File: src/rtl/uc_interrupciones.sv
// Multi-channel interrupt sequencer: edge-detected, maskable, fixed-priority
// channels with nested preemption, driving the control unit's one-cycle entry sequence.
module uc_interrupciones #(
    parameter int NUM_IRQ   = 4,
    parameter int PROF_PILA = 4,
    parameter int VW        = (NUM_IRQ > 1) ? $clog2(NUM_IRQ) : 1,
    parameter int NW        = $clog2(PROF_PILA + 1)
) (
    input  logic               clk,
    input  logic               reset,
    input  logic [NUM_IRQ-1:0] irq,
    input  logic               mask_we,
    input  logic [NUM_IRQ-1:0] mask_in,
    input  logic               listo,
    input  logic               reti,
    output logic               irq_activa,
    output logic               push,
    output logic [1:0]         s_interrupcion,
    output logic [VW-1:0]      vector,
    output logic [NUM_IRQ-1:0] ack,
    output logic [NW-1:0]      nivel,
    output logic [NUM_IRQ-1:0] pendiente,
    output logic               estado_dbg_o
);

    typedef enum logic {
        REPOSO  = 1'b0,
        ENTRADA = 1'b1
    } estado_t;

    estado_t            estado_q;
    logic [NUM_IRQ-1:0] irq_q;
    logic [NUM_IRQ-1:0] mask_q;
    logic [NUM_IRQ-1:0] pend_q;
    logic [NUM_IRQ-1:0] pend_d;
    logic [VW-1:0]      vector_q;
    logic [NUM_IRQ-1:0] ack_q;
    logic               irq_activa_q;
    logic               push_q;
    logic [1:0]         s_int_q;
    logic [NW-1:0]      nivel_q;
    logic [VW-1:0]      stack_q [PROF_PILA];

    logic               cand_valid;
    logic [VW-1:0]      cand_idx;
    logic [NUM_IRQ-1:0] cand_onehot;
    logic [VW-1:0]      top_idx;
    logic               accept;

    // Lowest enabled pending index wins; scanning downward leaves it last-assigned.
    always_comb begin
        cand_valid  = 1'b0;
        cand_idx    = '0;
        cand_onehot = '0;
        for (int i = NUM_IRQ - 1; i >= 0; i--) begin
            if (pend_q[i] && mask_q[i]) begin
                cand_valid  = 1'b1;
                cand_idx    = VW'(i);
                cand_onehot = NUM_IRQ'(1) << i;
            end
        end
    end

    always_comb begin
        top_idx = '0;
        for (int i = 0; i < PROF_PILA; i++) begin
            if (NW'(i + 1) == nivel_q) begin
                top_idx = stack_q[i];
            end
        end
    end

    assign accept = (estado_q == REPOSO) && cand_valid && listo &&
                    (nivel_q < NW'(PROF_PILA)) &&
                    ((nivel_q == '0) || (cand_idx < top_idx));

    // Clear of the entered channel is applied first so a coincident new edge survives.
    always_comb begin
        pend_d = pend_q;
        if (estado_q == ENTRADA) begin
            for (int i = 0; i < NUM_IRQ; i++) begin
                if (VW'(i) == vector_q) begin
                    pend_d[i] = 1'b0;
                end
            end
        end
        pend_d = pend_d | (irq & ~irq_q);
    end

    always_ff @(posedge clk or negedge reset) begin
        if (!reset) begin
            irq_q  <= '0;
            mask_q <= '1;
            pend_q <= '0;
        end else begin
            irq_q  <= irq;
            pend_q <= pend_d;
            if (mask_we) begin
                mask_q <= mask_in;
            end
        end
    end

    always_ff @(posedge clk or negedge reset) begin
        if (!reset) begin
            estado_q     <= REPOSO;
            vector_q     <= '0;
            ack_q        <= '0;
            irq_activa_q <= 1'b0;
            push_q       <= 1'b0;
            s_int_q      <= 2'b00;
            nivel_q      <= '0;
            for (int i = 0; i < PROF_PILA; i++) begin
                stack_q[i] <= '0;
            end
        end else begin
            ack_q        <= '0;
            irq_activa_q <= 1'b0;
            push_q       <= 1'b0;
            s_int_q      <= 2'b00;
            case (estado_q)
                REPOSO: begin
                    if (reti && (nivel_q != '0)) begin
                        nivel_q <= nivel_q - NW'(1);
                    end
                    if (accept) begin
                        estado_q     <= ENTRADA;
                        vector_q     <= cand_idx;
                        ack_q        <= cand_onehot;
                        irq_activa_q <= 1'b1;
                        push_q       <= 1'b1;
                        s_int_q      <= 2'b01;
                    end
                end
                ENTRADA: begin
                    estado_q <= REPOSO;
                    for (int i = 0; i < PROF_PILA; i++) begin
                        if (NW'(i) == nivel_q) begin
                            stack_q[i] <= vector_q;
                        end
                    end
                    nivel_q <= nivel_q + NW'(1);
                end
                default: estado_q <= REPOSO;
            endcase
        end
    end

    assign irq_activa     = irq_activa_q;
    assign push           = push_q;
    assign s_interrupcion = s_int_q;
    assign vector         = vector_q;
    assign ack            = ack_q;
    assign nivel          = nivel_q;
    assign pendiente      = pend_q;
    assign estado_dbg_o   = estado_q;

endmodule

File: config.mk
export PLATFORM = sky130hd
export DESIGN_NAME = uc_interrupciones
export DESIGN_NICKNAME = d
export VERILOG_FILES = /design/src/rtl/uc_interrupciones.sv
export SDC_FILE = /design/constraint.sdc
export NUM_CORES = 1
export LEC_CHECK = 0
export ABC_AREA = 1
export ABC_CLOCK_PERIOD_IN_PS = 2400
export CAP_MARGIN = 20
export CORE_MARGIN = 10
export CORE_UTILIZATION = 30
export CTS_CLUSTER_SIZE = 40
export DETAILED_ROUTE_END_ITERATION = 10
export SYNTH_ARGS = -nofsm -noshare
export SYNTH_HDL_FRONTEND = slang
export SYNTH_SLANG_ARGS = --single-unit
export TNS_END_PERCENT = 50
File: constraint.sdc
create_clock -name clk -period 2.4 [get_ports clk]
set_input_delay 0.48 -clock clk [delete_from_list [all_inputs] [get_ports clk]]
set_output_delay 0.48 -clock clk [all_outputs]
set_load 0.02 [all_outputs]
## Word-level counts from Yosys, hierarchy flattened

Cells that the tools add are included.

- Word-level logic and storage cells: 77
- Bits of input ports: 13
- Output and inout port bits: 18
- Bits in registers: 33

- Equality and inequality tests: 8
- Bitwise operators: 4
- Add/subtract/negate cells: 2
- Multiplexer cells: 30
- Order comparisons: 2
- Reductions and logical operators: 18

Operators with widths:

| cell | count |
|---|---|
| $mux W4 | 7 |
| $mux W2 | 8 |
| $mux W1 | 12 |
| $reduce_and A2 Y1 | 5 |
| $logic_and A1 B1 Y1 | 9 |
| $eq A2 B3 Y1 const A | 2 |
| $pmux W3 S2 | 1 |
| $and A4 B4 Y4 | 1 |
| $eq A2 B2 Y1 const A | 2 |
| $not A4 Y4 | 1 |
| $or A4 B4 Y4 | 1 |
| $add A3 B1 Y3 const B | 1 |
| $eq A1 B3 Y1 const A | 1 |
| $eq A3 B3 Y1 const A | 1 |
| $logic_not A3 Y1 | 1 |
| $lt A3 B3 Y1 const B | 1 |
| $mux W3 | 1 |
| $reduce_bool A3 Y1 | 1 |
| $sub A3 B1 Y3 const B | 1 |
| $eq A1 B2 Y1 const A | 1 |
| $logic_not A2 Y1 | 1 |
| $lt A2 B2 Y1 | 1 |
| $ne A2 B1 Y1 const B | 1 |
| $pmux W1 S2 | 1 |
| 2 further kinds | 2 |

## Longest topological paths before layout

- Depth after elaboration: 11
- Gate-level depth with buffers: 15
- Mapped depth without buffers: 15

## Worst setup path after synthesis

OpenSTA, ideal clock, no wires.

- Path kind: register to register
- From: register nivel_q[0] (netlist: nivel[0])
- To: register vector_q[1] (netlist: vector[1])
- Library setup time: 0.118 ns
- Path slack: 0.353 ns
- Arrival time: 1.929 ns
- Clock period less this slack: 2.047 ns
- Cell stages (with the launch flop): 16
- Path buffers: 0
- Required time: 2.282 ns
- Cells stage by stage: dfrtp_1 inv_1 ha_1 inv_1 nor2_1 nand2_1 nand3_1 a32oi_1 ha_1 inv_1 o21bai_1 nand2_1 nand2_2 nand2_2 nand2_1 nand2_1

- Longest elaborated chain between the ends: 9
- Elaborated cells between the ends (all ways): 15
- Classes of those cells: order compare: 2; eq/ne: 4; mux: 4; reduce/logical: 5

Ends and longest elaborated chain:

| what | line | text |
|---|---|---|
| start, declared | 41 | `logic [NW-1:0] nivel_q;` |
| start signal, assigned | 124 | `nivel_q <= nivel_q - NW'(1);` |
| start signal, assigned | 142 | `nivel_q <= nivel_q + NW'(1);` |
| $eq A1 B3 Y1 | 67 | `if (NW'(i + 1) == nivel_q) begin` |
| $mux W2 (4 in series) | 67 |  |
| $lt A2 B2 Y1 | 75 | `((nivel_q == '0) \|\| (cand_idx < top_idx));` |
| $logic_or A1 B1 Y1 | 75 |  |
| $logic_and A1 B1 Y1 * | 74 | `(nivel_q < NW'(PROF_PILA)) &&` |
| $reduce_and A2 Y1 (no line) * | n/a |  |
| end signal, assigned | 128 | `vector_q <= cand_idx;` |
| end, declared | 36 | `logic [VW-1:0] vector_q;` |

Every way passes the cells marked *; elsewhere a longest branch is shown, timed or not.
A chain may end at the register's enable or synchronous reset.

## Final worst setup path

- From: register nivel_q[0] (netlist: nivel[0])
- To: register vector_q[0] (netlist: vector[0])

Same word-level chain as after synthesis.

==> flow_summary_export.csv <==
group,metric,value,unit
die,dieArea,7570,um2
power,cellPowerDensity,1210,nW/um2
routing,met1_length,1.31,mm
routing,viasPerCell,4.54,
sta,min_period,2.12,ns
layout,syn2layout_area_growth,31.8,%
synth,postSynthCellCount,144,
critical_path,end_kind,"flip-flop",
synth,yosysWarnings,0,
routing,route.met2.wl,1.33,mm
synth,netlist_top_cells_count,"nand2_1 (29), dfrtp_1 (25), inv_1 (19), o21ai_0 (16), nand3_1 (11)",
routing,met3WireLength,239,um
critical_path,cp_slowest_cell,"dfrtp_1",
routing,vias,1039,
global_route,grt_start_max_net_pins,30,
routing,postRouteAntennaNets,0,
clocking,ctsRootBufferMaster,"clkbuf_8",
die,ioPinCount,31,
clocking,htreeDepth,2,
power,power.leakage,0.840,nW
die,start_util,30.9,%
global_route,antenna_found_initial,0,
critical_path,critPathArrivalTime,2.29,ns
worst_hold_path,hold_class,"flip-flop to flip-flop",
die,die_x,87.0,um
routing,wire_per_inst,12.8,um
synth,async_reset_ff_share,100,%
sta,clock-skew-final,0.00991,ns
clocking,cts_hold_buf,0,
placement,port_buffers,29,
synth,synthFlopType,"dfrtp_1",
sta,finalCritPeriodShare,88.3,%
critical_path,worstPathRequired,2.57,ns
die,placeableCoreArea,4350,um2
sta,hold_violations,0,
placement,gp_congestion,0.822,
synth,synth-seq-cells,29,
clocking,cts_num_sinks,29,
sta,rsz0062_at_grt,"false",
die,rows,24,
synth,synthesis.nets,164,
critical_path,crit_fanout,6,
clocking,numCtsBuffers,5,
synth,synth_top_cell_by_area,"dfrtp_1",
sta,setup_violations,0,
critical_path,cpPeakStageDelay,0.43,ns
layout,diodes,0,
clocking,insertion_delay,0.29,ns
clocking,clk_pin_slew,0.07,ns
global_route,grt_use_total,8.30,%
global_route,overflow,0,
status,status,"finished clean",
synth,synthesis.area,1350,um2
synth,synthTopCellsByArea,"dfrtp_1 (46%), nand2_1 (8.1%), dfstp_2 (7.8%), ha_1 (6.5%), o21ai_0 (5.9%)",
critical_path,path_cells,"ha_1 > ha_1 > inv_1 > nor2_1 > a21oi_1 > a32oi_1 > ha_1 > inv_1 > o21bai_1 > nand2_1 > nand2_2 > nand2_2 > nand2_1 > nand2_1",
routing,drt_pass1_iterations,4,
clocking,ctsResizeCount,0,
clocking,post_cts_buffers,0,
synth,synth_top_area_share,46.4,%
sta,maxSlewViolCount,0,
power,peakVddDrop,0.314,mV
global_route,grt_pass1_vias,1029,
synth,synth_edf_count,0,
global_route,grt_pass1_wl,4.78,mm
synth,syn_area_per_cell,9.36,um2
critical_path,crit_buf_inv,2,
die,die_y,87.0,um
sta,timing.setup.tns,0,ns
job,maxCapViolCount,0,
routing,routed_wl,2.94,mm
synth,seq_area_frac_synth,54.2,%
critical_path,startpoint_type,"flip-flop",
critical_path,timing_worst_setup_path_type,"flip-flop to flip-flop",
routing,drc,0,
sta,timing.fmax,0.472,GHz
clocking,cts_tree,"done",
power,power,2.15,mW
routing,drt-initial-drc-count,60,
layout,drive_gt1_share,12.4,%
placement,place_hpwl,2.22,mm
layout,finalNetCount,196,
synth,yosysMostFrequentCell,"nand2_1",
routing,top_layer,"met4",
synth,netlist-cell-type-count,21,
clocking,clock_path_buffers,2,
critical_path,crit_family,"adder cells",
## metrics by stage
step                      setup WS [ns]  instance area [um2]  std cells  util, %  hold slack [ns]
final                             0.281                 1780        229     40.8            0.414
after global routing             0.0463                 1780        229     40.8            0.428
after CTS                         0.258                 1780        229     40.8            0.420
after detailed placement          0.317                 1680        221     38.5            0.412
after global placement            0.334                 1680        221     38.5            0.404
after floorplan                   0.353                 1350        144        -            0.184
## area by class of cell
cell class,count,area (um2)
tap,52,65.1
clock inverter,1,5.00
multi-input combinational,90,507
inverter,20,75.1
fill,430,2580
sequential,29,731
clock buffer,7,96.3
timing repair buffer,30,298
## report_power, final
part	switching [mW]	internal, mW	total, mW
Combinational	0.529	0.399	0.928
Clock	0.182	0.259	0.441
Sequential	0.144	0.634	0.778
Total	0.855	1.29	2.15
## cells by family after synthesis
kind of cell	Yosys count	synth area share [%]
XOR/XNOR	2	1.30
adder cells (fa/ha/maj)	7	6.50
other	1	0.278
buffers and inverters	25	8.17
multiplexers	4	3.34
AND/OR/NAND/NOR	53	16.5
flip-flops	29	54.2
AO/OA/AOI/OAI	23	9.66
## worst register-to-register path, stage by stage (launching register included)
cell	delay (ns)
dfrtp_1	0.43
ha_1	0.23
ha_1	0.20
inv_1	0.10
nor2_1	0.05
a21oi_1	0.10
a32oi_1	0.07
ha_1	0.29
inv_1	0.06
o21bai_1	0.09
nand2_1	0.07
nand2_2	0.08
nand2_2	0.09
nand2_1	0.08
nand2_1	0.06
## layout by cell type (no fill, tap or decap), drive strengths merged
cell / count
inv: 20
dfrtp: 25
nand3: 11
mux2: 4
buf: 1
o21bai: 1
or2: 1
nand2: 32
clkdlybuf4s50: 29
clkinv: 1
a31oi: 1
xor2: 2
o21ai: 16
conb: 1
nor2: 9
ha: 7
o221ai: 2
a32oi: 1
a21oi: 2
dfstp: 4
clkbuf: 7
## flip-flops by register name, summed over array words and instances (netlist names)
name,count
ack,4
irq_q,4
mask_q,4
nivel,3
pendiente,4
s_interrupcion,1
stack_q,7
vector,2
## final timing paths
kind                          start            to  slack [ns]  cells past startpoint
max in group asynchronous     reset     mask_q[0]        1.51                      2
max                        nivel[0]     vector[0]        0.28                     14
max reg2reg                nivel[0]     vector[0]        0.28                     14
min in group asynchronous     reset    stack_q[7]        0.57                      2
min                        irq_q[0]  pendiente[0]        0.41                      1
min reg2reg                irq_q[0]  pendiente[0]        0.41                      1
## routing by layer
layer  GRT usage (%)  up-vias
met4            5.74        0
met1            9.70      478
li1                -      522
met3            3.65        6
met5               0        -
met2            11.9       33
No activity file was read; power rests on OpenSTA's default activity.
